`config.mk`:
```
export PLATFORM = sky130hd
export DESIGN_NAME = btn_debounce_flat
export DESIGN_NICKNAME = d
export VERILOG_FILES = /design/src/rtl/btn_pkg.sv /design/src/rtl/btn_debounce_if.sv /design/src/rtl/sync_2ff.sv /design/src/rtl/btn_debounce.sv /design/src/flat_wrapper.sv
export SDC_FILE = /design/constraint.sdc
export NUM_CORES = 1
export LEC_CHECK = 0
export BUFFER_PORTS_ARGS = -buffer_cell sky130_fd_sc_hd__buf_2
export CAP_MARGIN = 40
export CORE_ASPECT_RATIO = 1.25
export CORE_MARGIN = 2
export CORE_UTILIZATION = 45
export CTS_BUF_LIST = sky130_fd_sc_hd__clkbuf_16
export DETAILED_ROUTE_END_ITERATION = 16
export GPL_ROUTABILITY_DRIVEN = 0
export PLACE_DENSITY_LB_ADDON = 0.2
export SLEW_MARGIN = 10
export SYNTH_ARGS = -nofsm -noshare
export SYNTH_HDL_FRONTEND = slang
export SYNTH_SLANG_ARGS = --single-unit
```
`constraint.sdc`:
```
create_clock -name clk -period 4.4 [get_ports clk]
set_input_delay 0.88 -clock clk [delete_from_list [all_inputs] [get_ports clk]]
set_output_delay 0.88 -clock clk [all_outputs]
set_load 0.02 [all_outputs]
```
`src/rtl/btn_pkg.sv`:
```
// Shared types and constants for the button debouncer and related front-end inputs.
// Optional build macro used by btn_debounce: BTN_DEBOUNCE_INVERT_EN.
package btn_pkg;

  // Debounce FSM states: two settled levels plus one qualifying state for each direction.
  typedef enum logic [1:0] {
    STABLE_LO = 2'b00,
    WAIT_HI   = 2'b01,
    STABLE_HI = 2'b10,
    WAIT_LO   = 2'b11
  } db_state_t;

  // 10 ms at 100 MHz.
  localparam int DB_STABLE_CYCLES_DEFAULT = 1000000;
  localparam int DB_CNT_WIDTH_DEFAULT     = 20;
  // Short qualification window used by simulation builds.
  localparam int DB_STABLE_CYCLES_SIM     = 4;

  // Debounced level that belongs to a state: high while settled high or qualifying a release.
  function automatic logic db_level_of(input db_state_t st);
    return (st == STABLE_HI) || (st == WAIT_LO);
  endfunction

  // A state is busy while a candidate transition is being qualified.
  function automatic logic db_busy_of(input db_state_t st);
    return (st == WAIT_HI) || (st == WAIT_LO);
  endfunction

endpackage

```
`src/rtl/btn_debounce_if.sv`:
```
// Signal bundle between a raw button pin, its debouncer and downstream logic.
// There is no valid/ready handshake here: btn_in is a free-running asynchronous
// pin sampled every cycle, and level/busy are registered levels that are
// meaningful on every cycle (level feeds an edge detector, not a transaction).
// dbg_state/dbg_cnt expose the debouncer's FSM state and stability counter.
interface btn_debounce_if #(
  parameter int CNT_WIDTH = btn_pkg::DB_CNT_WIDTH_DEFAULT
);
  import btn_pkg::*;

  logic                 btn_in;
  logic                 level;
  logic                 busy;
  db_state_t            dbg_state;
  logic [CNT_WIDTH-1:0] dbg_cnt;

  // Button/consumer side: drives the pin, observes the conditioned outputs.
  modport master (
    output btn_in,
    input  level,
    input  busy,
    input  dbg_state,
    input  dbg_cnt
  );

  // Debouncer side.
  modport slave (
    input  btn_in,
    output level,
    output busy,
    output dbg_state,
    output dbg_cnt
  );

endinterface

```
`src/rtl/sync_2ff.sv`:
```
// One-bit two-flop synchroniser for asynchronous inputs; both flops clear on reset.
module sync_2ff (
  input  logic clk,
  input  logic rst,
  input  logic i_d,
  output logic o_q
);

  logic r_s1;
  logic r_s;

  // Two-stage capture of the asynchronous input into the clk domain.
  always_ff @(posedge clk or negedge rst) begin
    if (!rst) begin
      r_s1 <= 1'b0;
      r_s  <= 1'b0;
    end else begin
      r_s1 <= i_d;
      r_s  <= r_s1;
    end
  end

  assign o_q = r_s;

endmodule

```
`src/rtl/btn_debounce.sv`:
```
// Debouncer for one raw pushbutton: synchronise, then require STABLE_CYCLES
// consecutive samples at the new value before the registered level changes.
// Build option: define BTN_DEBOUNCE_INVERT_EN for active-low buttons with a
// pull-up; level=1 still means "pressed".
module btn_debounce #(
  parameter int STABLE_CYCLES = btn_pkg::DB_STABLE_CYCLES_DEFAULT,
  parameter int CNT_WIDTH     = btn_pkg::DB_CNT_WIDTH_DEFAULT
) (
  input logic           clk,
  input logic           rst,
  btn_debounce_if.slave bus
);
  import btn_pkg::*;

  // Terminal count: the sample that completes qualification is the one seen at this count.
  localparam logic [CNT_WIDTH-1:0] CNT_LAST = CNT_WIDTH'(STABLE_CYCLES - 1);
  localparam logic [CNT_WIDTH-1:0] CNT_ONE  = CNT_WIDTH'(1);

  logic                 w_pin;
  logic                 w_s;
  db_state_t            r_state;
  db_state_t            w_state_nxt;
  logic [CNT_WIDTH-1:0] r_cnt;
  logic [CNT_WIDTH-1:0] w_cnt_nxt;
  logic                 r_level;
  logic                 r_busy;

`ifdef BTN_DEBOUNCE_INVERT_EN
  assign w_pin = ~bus.btn_in;
`else
  assign w_pin = bus.btn_in;
`endif

  sync_2ff u_sync (
    .clk (clk),
    .rst (rst),
    .i_d (w_pin),
    .o_q (w_s)
  );

  // Next-state and counter: a sample disagreeing with the settled level starts a
  // qualification run; any sample back at the settled level abandons it.
  always_comb begin
    w_state_nxt = STABLE_LO;
    w_cnt_nxt   = '0;
    case (r_state)
      STABLE_LO: begin
        if (w_s) begin
          w_state_nxt = WAIT_HI;
          w_cnt_nxt   = CNT_ONE;
        end else begin
          w_state_nxt = STABLE_LO;
        end
      end
      WAIT_HI: begin
        if (!w_s) begin
          w_state_nxt = STABLE_LO;
        end else if (r_cnt == CNT_LAST) begin
          w_state_nxt = STABLE_HI;
        end else begin
          w_state_nxt = WAIT_HI;
          w_cnt_nxt   = r_cnt + CNT_ONE;
        end
      end
      STABLE_HI: begin
        if (!w_s) begin
          w_state_nxt = WAIT_LO;
          w_cnt_nxt   = CNT_ONE;
        end else begin
          w_state_nxt = STABLE_HI;
        end
      end
      WAIT_LO: begin
        if (w_s) begin
          w_state_nxt = STABLE_HI;
        end else if (r_cnt == CNT_LAST) begin
          w_state_nxt = STABLE_LO;
        end else begin
          w_state_nxt = WAIT_LO;
          w_cnt_nxt   = r_cnt + CNT_ONE;
        end
      end
      default: begin
        w_state_nxt = STABLE_LO;
        w_cnt_nxt   = '0;
      end
    endcase
  end

  // State, counter and registered outputs; level/busy are decoded from the next
  // state so they line up with the state register on the same edge.
  always_ff @(posedge clk or negedge rst) begin
    if (!rst) begin
      r_state <= STABLE_LO;
      r_cnt   <= '0;
      r_level <= 1'b0;
      r_busy  <= 1'b0;
    end else begin
      r_state <= w_state_nxt;
      r_cnt   <= w_cnt_nxt;
      r_level <= db_level_of(w_state_nxt);
      r_busy  <= db_busy_of(w_state_nxt);
    end
  end

  assign bus.level     = r_level;
  assign bus.busy      = r_busy;
  assign bus.dbg_state = r_state;
  assign bus.dbg_cnt   = r_cnt;

endmodule
```
`src/flat_wrapper.sv`:
```
// flat-port wrapper written by rule: the top's interface ports become plain ports
module btn_debounce_flat import btn_pkg::*;
#(
  parameter int STABLE_CYCLES = btn_pkg::DB_STABLE_CYCLES_DEFAULT,
  parameter int CNT_WIDTH     = btn_pkg::DB_CNT_WIDTH_DEFAULT
)
  (clk, rst, bus_btn_in, bus_level, bus_busy, bus_dbg_state, bus_dbg_cnt);
  btn_debounce_if #(.CNT_WIDTH(CNT_WIDTH)) bus_i ();
  input logic clk;
  input logic rst;
  input wire logic [$bits(bus_i.btn_in)-1:0] bus_btn_in;
  output wire logic [$bits(bus_i.level)-1:0] bus_level;
  output wire logic [$bits(bus_i.busy)-1:0] bus_busy;
  output wire logic [$bits(bus_i.dbg_state)-1:0] bus_dbg_state;
  output wire logic [$bits(bus_i.dbg_cnt)-1:0] bus_dbg_cnt;
  assign bus_i.btn_in = bus_btn_in;
  assign bus_level = bus_i.level;
  assign bus_busy = bus_i.busy;
  assign bus_dbg_state = bus_i.dbg_state;
  assign bus_dbg_cnt = bus_i.dbg_cnt;
  btn_debounce #(.STABLE_CYCLES(STABLE_CYCLES), .CNT_WIDTH(CNT_WIDTH)) u_core (.clk(clk), .rst(rst), .bus(bus_i));
endmodule
```
==> flow_metrics.py, run 1 <==
metrics = {
    "run_status": {
        "outcome": "completed",
    },
    "critical_path": {
        "critPathCaptureType": "flop",
        "r2r_start": "u_core.bus.dbg_cnt[7]",
        "setup.worst_path.start": "u_core.bus.dbg_cnt[7]",
        "startpoint_type": "flop",
        "crit_arrival_ps": 2360,
        "worstRegToRegCells": 4,
        "regToRegSetupSlack_ps": 2190,
        "crit_path_end": "u_core.bus.dbg_state[1]",
        "worstPathRequired_ps": 4540,
        "path_class": "flop to flop",
        "cp_max_fo": 4,
        "r2r-end": "u_core.bus.dbg_state[1]",
    },
    "logic_synthesis": {
        "ys_warn_count": 0,
        "yosysUniqueCellTypes": 32,
        "synth-compound-area-share_pct": 8.41,
        "seq_area_frac_synth_pct": 51.9,
        "synth_simple_gate_area_share_pct": 24.5,
        "synth_top_family_by_area": "simple AND/OR/NAND/NOR gates",
        "synth_fp_nets": 119,
        "syn_area_per_cell_um2": 10.5,
        "netlist_instances": 115,
        "synthMuxAreaShare_pct": 1.87,
        "synth-xor-area-share_pct": 8.72,
        "synth_area_um2": 1200,
        "ys_ff_latch": 25,
        "synthAdderAreaFrac_pct": 1.04,
    },
    "placed_design": {
        "hpwl_um": 1820,
        "dp_cells": 172,
        "port_buffers": 26,
    },
    "die": {
        "die_w_um": 50.3,
        "dieArea_um2": 3110,
        "design.core.area_um2": 2600,
        "start_util_pct": 46.3,
        "die_h_um": 61.9,
        "ios": 27,
        "num_rows": 21,
    },
    "cts": {
        "post_cts_buffers": 0,
        "root_buffer": "clkbuf_16",
        "cts_hold_buf": 0,
        "htree_levels": 1,
        "cts_tree": "yes",
        "cts.clk_slew.worst_paths_ps": 60,
        "cts_buffers": 3,
        "cts_sinks": 25,
        "cts_resized": 0,
        "clk_path_buf_depth": 2,
        "clk_latency_ps": 260,
    },
    "final_layout": {
        "post-route-util_pct": 55.1,
        "drive_gt1_share_pct": 27.5,
        "final_nets": 147,
        "final_cell_mix": "buf_2 (26), dfrtp_1 (25), nor2_1 (15)",
        "synthToLayoutAreaGrowth_pct": 19.0,
        "multi_input_area_um2": 537,
        "layout_commonest_cell": "buf_2",
        "fin_cells": 176,
        "antennaDiodeCount": 0,
        "ff_latch_area_um2": 626,
        "fill_cells": 228,
    },
    "power": {
        "finalPower_uw": 450,
        "pwr-share-clk_pct": 44.0,
        "p_int_uw": 359,
        "switching_share_pct": 20.3,
        "pwr-share-seq_pct": 52.2,
        "peakVddDrop_mv": 0.223,
        "cellPowerDensity_nw_per_um2": 314,
        "total_leakage_power_uw": 0.000626,
        "p_sw_uw": 91.2,
        "combPwrFrac_pct": 3.8,
    },
    "global_routing": {
        "grt_pass1_wl_um": 4110,
        "grt_pass1_vias": 918,
        "grt_max_degree": 26,
        "grt_usage_pct": 17.9,
        "gr-total-overflow": 0,
        "antenna_found_initial": 0,
    },
    "detailed_routing": {
        "drt-pass1-iter-count": 4,
        "final_antenna_net_count": 0,
        "drc": 0,
        "avgViaCountPerCell": 5.45,
        "drt_iter0_drc": 22,
        "vias": 960,
        "wl_um": 2490,
        "wl_per_cell_um": 14.2,
    },
    "timing": {
        "tightest_slew_ps": 547,
        "finalSetupViolCount": 0,
        "finClkSkew_ps": 2.70,
        "timing.fmax_ghz": 0.451,
        "tns_ps": 0,
        "timing.final.crit_share_pct": 50.3,
        "rsz0062_at_grt": "no",
        "relSlewSlack_pct": 63.5,
        "finalCriticalPeriod_ps": 2210,
        "hold_viol_final": 0,
        "slew_viol_final": 0,
    },
    "hold_path": {
        "hold_class": "flop to flop",
    },
    "run": {
        "maxCapViolations": 0,
    },
}
==> routing by layer <==
layer	global-route usage (%)	wire, um	vias up
met5	0	0	-
met4	10.7	55	0
met3	3.11	97	4
met2	31.0	1280	25
met1	21.3	1060	471
li1	-	-	460
==> flip-flops by register name, summed over array words and instances (netlist names) <==
name	count
u_core.bus.dbg_cnt	20
u_core.u_sync.r_s1	1
u_core.u_sync.o_q	1
u_core.bus.busy	1
u_core.bus.level	1
u_core.bus.dbg_state	1
==> power groups by stage <==
| stage | clock network [uW] | registers, uW | logic (uW) |
|---|---|---|---|
| after floorplan | 0 | 241 | 8.02 |
| after global placement | 0 | 239 | 17.4 |
| after detailed placement | 0 | 240 | 17.7 |
| after CTS | 204 | 235 | 17.8 |
| after global routing | 212 | 236 | 19.3 |
| final | 198 | 235 | 17.0 |
==> worst min-delay path by stage <==
stage	start	end	slack [ps]	cells after the start
after floorplan	u_core.u_sync.r_s1	u_core.u_sync.o_q	330	0
after global placement	u_core.u_sync.r_s1	u_core.u_sync.o_q	340	0
after detailed placement	u_core.u_sync.r_s1	u_core.u_sync.o_q	340	0
after CTS	u_core.u_sync.r_s1	u_core.u_sync.o_q	360	0
after global routing	u_core.u_sync.r_s1	u_core.u_sync.o_q	370	0
final	u_core.u_sync.r_s1	u_core.u_sync.o_q	350	0
==> cell type report <==
class,instances,area share [%]
Multi-Input combinational cell,82,37.4
Clock buffer,3,5.24
Inverter,5,1.31
Timing Repair Buffer,26,9.08
Tap cell,34,2.97
Clock inverter,1,0.349
Sequential cell,25,43.6
==> cells in the mapped netlist <==
library cell / number / area, um2
xor2_1: 2 / 17.5
nand3_1: 6 / 30.0
nand4_1: 1 / 6.26
nand3_2: 1 / 10.0
o31ai_1: 3 / 22.5
nand2_1: 6 / 22.5
a21oi_1: 7 / 35.0
or4_1: 5 / 37.5
nor4_1: 2 / 12.5
inv_1: 5 / 18.8
buf_2: 1 / 5.00
and4_1: 2 / 17.5
dfrtp_1: 25 / 626
nand4_2: 1 / 12.5
mux2_2: 2 / 22.5
or4b_1: 1 / 10.0
buf_4: 1 / 7.51
nand3b_1: 1 / 7.51
or4_4: 1 / 11.3
nor2_1: 15 / 56.3
nor3_1: 1 / 5.00
nor4b_1: 1 / 8.76
ha_1: 1 / 12.5
buf_6: 1 / 11.3
xnor2_1: 10 / 87.6
o21ai_0: 4 / 20.0
or3_2: 2 / 15.0
nor2_2: 1 / 6.26
or3_1: 3 / 18.8
a211oi_1: 1 / 7.51
o21ai_4: 1 / 16.3
and2b_1: 1 / 7.51
==> stage by stage <==
stage / cell area [um2] / worst slack (ps) / hold WS [ps]
global route: 1430 / 2110 / 368
CTS: 1430 / 2180 / 355
detailed placement: 1350 / 2190 / 340
finish: 1430 / 2190 / 353
floorplan: 1200 / 2250 / 331
global placement: 1350 / 2200 / 336
==> critical path, stage by stage (launching register included) <==
cell	delay, ps
dfrtp_1	430
or4b_1	550
or4_4	530
nor2_2	220
mux2_2	370
==> kinds of logic (layout without fill, tap and decap cells) <==
logic type,after synthesis,in the layout
AND/OR/NAND/NOR,51,51
flip-flops,25,25
AO/OA/AOI/OAI,16,16
XOR/XNOR,12,12
buffers and inverters,8,35
multiplexers,2,2
adder cells (fa/ha/maj),1,1
Note: power is estimated with default switching activity, not from simulation.
==> run 2: changes to the inputs <==
==> constraint.sdc (replaced) <==
create_clock -name clk -period 1.85 [get_ports clk]
set_input_delay 0.37 -clock clk [delete_from_list [all_inputs] [get_ports clk]]
set_output_delay 0.37 -clock clk [all_outputs]
set_load 0.02 [all_outputs]
==> flow_metrics.py, run 2 (synthesis results as in run 1) <==
metrics = {
    "global_routing": {
        "grt_max_degree": 26,
        "antenna_found_initial": 0,
        "grt_usage_pct": 19.9,
        "gr-total-overflow": 0,
        "grt_pass1_wl_um": 4580,
        "grt_pass1_vias": 1044,
    },
    "detailed_routing": {
        "vias": 1054,
        "final_antenna_net_count": 0,
        "avgViaCountPerCell": 5.24,
        "wl_um": 2740,
        "drt-pass1-iter-count": 4,
        "drc": 0,
        "wl_per_cell_um": 13.6,
        "drt_iter0_drc": 18,
    },
    "power": {
        "total_leakage_power_uw": 0.000744,
        "cellPowerDensity_nw_per_um2": 643,
        "peakVddDrop_mv": 0.476,
    },
    "final_layout": {
        "fin_cells": 201,
        "layout_commonest_cell": "buf_2",
        "final_nets": 172,
        "final_cell_mix": "buf_2 (26), buf_4 (22), dfrtp_1 (16)",
        "largest_reg_flops": 20,
        "antennaDiodeCount": 0,
        "design_area_um2": 1700,
        "synthToLayoutAreaGrowth_pct": 41.0,
        "fill_cells": 224,
        "drive_gt1_share_pct": 48.5,
    },
    "run": {
        "maxCapViolations": 0,
    },
    "cts": {
        "cts_hold_buf": 0,
        "cts_tree": "yes",
        "clk_latency_ps": 260,
        "root_buffer": "clkbuf_16",
        "cts_buffers": 3,
        "cts.clk_slew.worst_paths_ps": 60,
        "clk_path_buf_depth": 2,
        "htree_levels": 1,
        "cts_sinks": 25,
    },
    "timing": {
        "hold_viol_final": 0,
        "finalCriticalPeriod_ps": 2010,
        "worst_hold_slack_ps": 104,
        "tns_ps": -2310,
        "timing.fmax_ghz": 0.497,
        "finalSetupViolCount": 23,
        "tightest_slew_ps": 577,
        "slew_viol_final": 0,
        "timing.final.crit_share_pct": 109,
        "relSlewSlack_pct": 61.5,
        "finClkSkew_ps": 2.61,
        "rsz0062_at_grt": "yes",
        "worst_slack_ps": -163,
    },
    "critical_path": {
        "startpoint_type": "flop",
        "crit_slowest_cell": "or4_4",
        "setup.worst_path.start": "u_core.bus.dbg_cnt[11]",
        "worstPathRequired_ps": 1990,
        "crit_arrival_ps": 2160,
        "cp_max_fo": 3,
        "cp_cell_sequence": "or4_1 > or4_4 > nor2_4 > mux2_4",
        "worst_path_largest_cell_delay_ps": 540,
        "r2r_start": "u_core.bus.dbg_cnt[11]",
        "critPathCaptureType": "flop",
        "path_class": "flop to flop",
    },
    "placed_design": {
        "port_buffers": 26,
        "dp_cells": 196,
        "hpwl_um": 2040,
        "place_area_um2": 1580,
        "place_ws_ps": -170,
    },
    "die": {
        "dieArea_um2": 3110,
        "die_h_um": 61.9,
        "num_rows": 21,
        "start_util_pct": 46.3,
        "die_w_um": 50.3,
        "design.core.area_um2": 2600,
        "ios": 27,
    },
    "run_status": {
        "violations": "setup timing",
        "outcome": "finished with violations",
    },
    "hold_path": {
        "hold_class": "input port to async pin",
    },
}
[run 2: changes by cell type in the layout (fill, tap and decap cells not counted), sizes merged]
cell / before / now
buf: 26 / 51
[run 2: where the power goes]
| part | leakage, uW | internal (uW) | switching, uW |
|---|---|---|---|
| Sequential | 0.000326 | 553 | 6.46 |
| Combinational | 0.000378 | 20.8 | 33.8 |
| Clock | 0.0000409 | 291 | 186 |
[run 2: repair_timing]
item	CTS	global route
endpoints found under the setup margin	23	23
buffers inserted	1	1
resized for setup	7	3
pin swaps	0	0
[run 2: cell type report]
cell class	count	area (um2)	area share [%]
sequential	25	637	37.5
multi-input combinational	82	583	34.3
timing repair buffer	51	338	19.9
clock buffer	3	75.1	4.42
tap	34	42.5	2.50
inverter	5	18.8	1.10
clock inverter	1	5.00	0.295
[run 2: stage by stage]
step	util, %	power (uW)
6_report	65.3	1090
5_1_grt	65.3	1130
4_1_cts	65.0	1110
3_5_place_dp	60.6	623
3_3_place_gp	60.6	622
2_1_floorplan	-	594
[run 2: final timing paths]
kind                            slack [ps]  cells after the start                      end
worst max-delay path                  -160                      4  u_core.bus.dbg_state[1]
worst min-delay path                   100                      1   u_core.bus.dbg_cnt[14]
worst max register to register        -160                      4  u_core.bus.dbg_state[1]
worst min register to register         360                      0        u_core.u_sync.o_q
max in group asynchronous             1330                      1    u_core.bus.dbg_cnt[0]
min in group clk                       220                      1       u_core.u_sync.r_s1
[run 2: layer usage]
| metal | vias up | global-route usage, % | part of all wire, % |
|---|---|---|---|
| met2 | 28 | 35.5 | 51 |
| met4 | 0 | 13.9 | 2.6 |
| met5 | - | 0 | 0 |
| met3 | 11 | 3.83 | 4.1 |
| li1 | 509 | - | - |
| met1 | 506 | 21.6 | 42 |
[run 2: critical path, delay by kind of cell (launching register included)]
kind             cells  cell delay [ps]
muxes                1              310
and+or+nand+nor      3             1210
DFF                  1              390
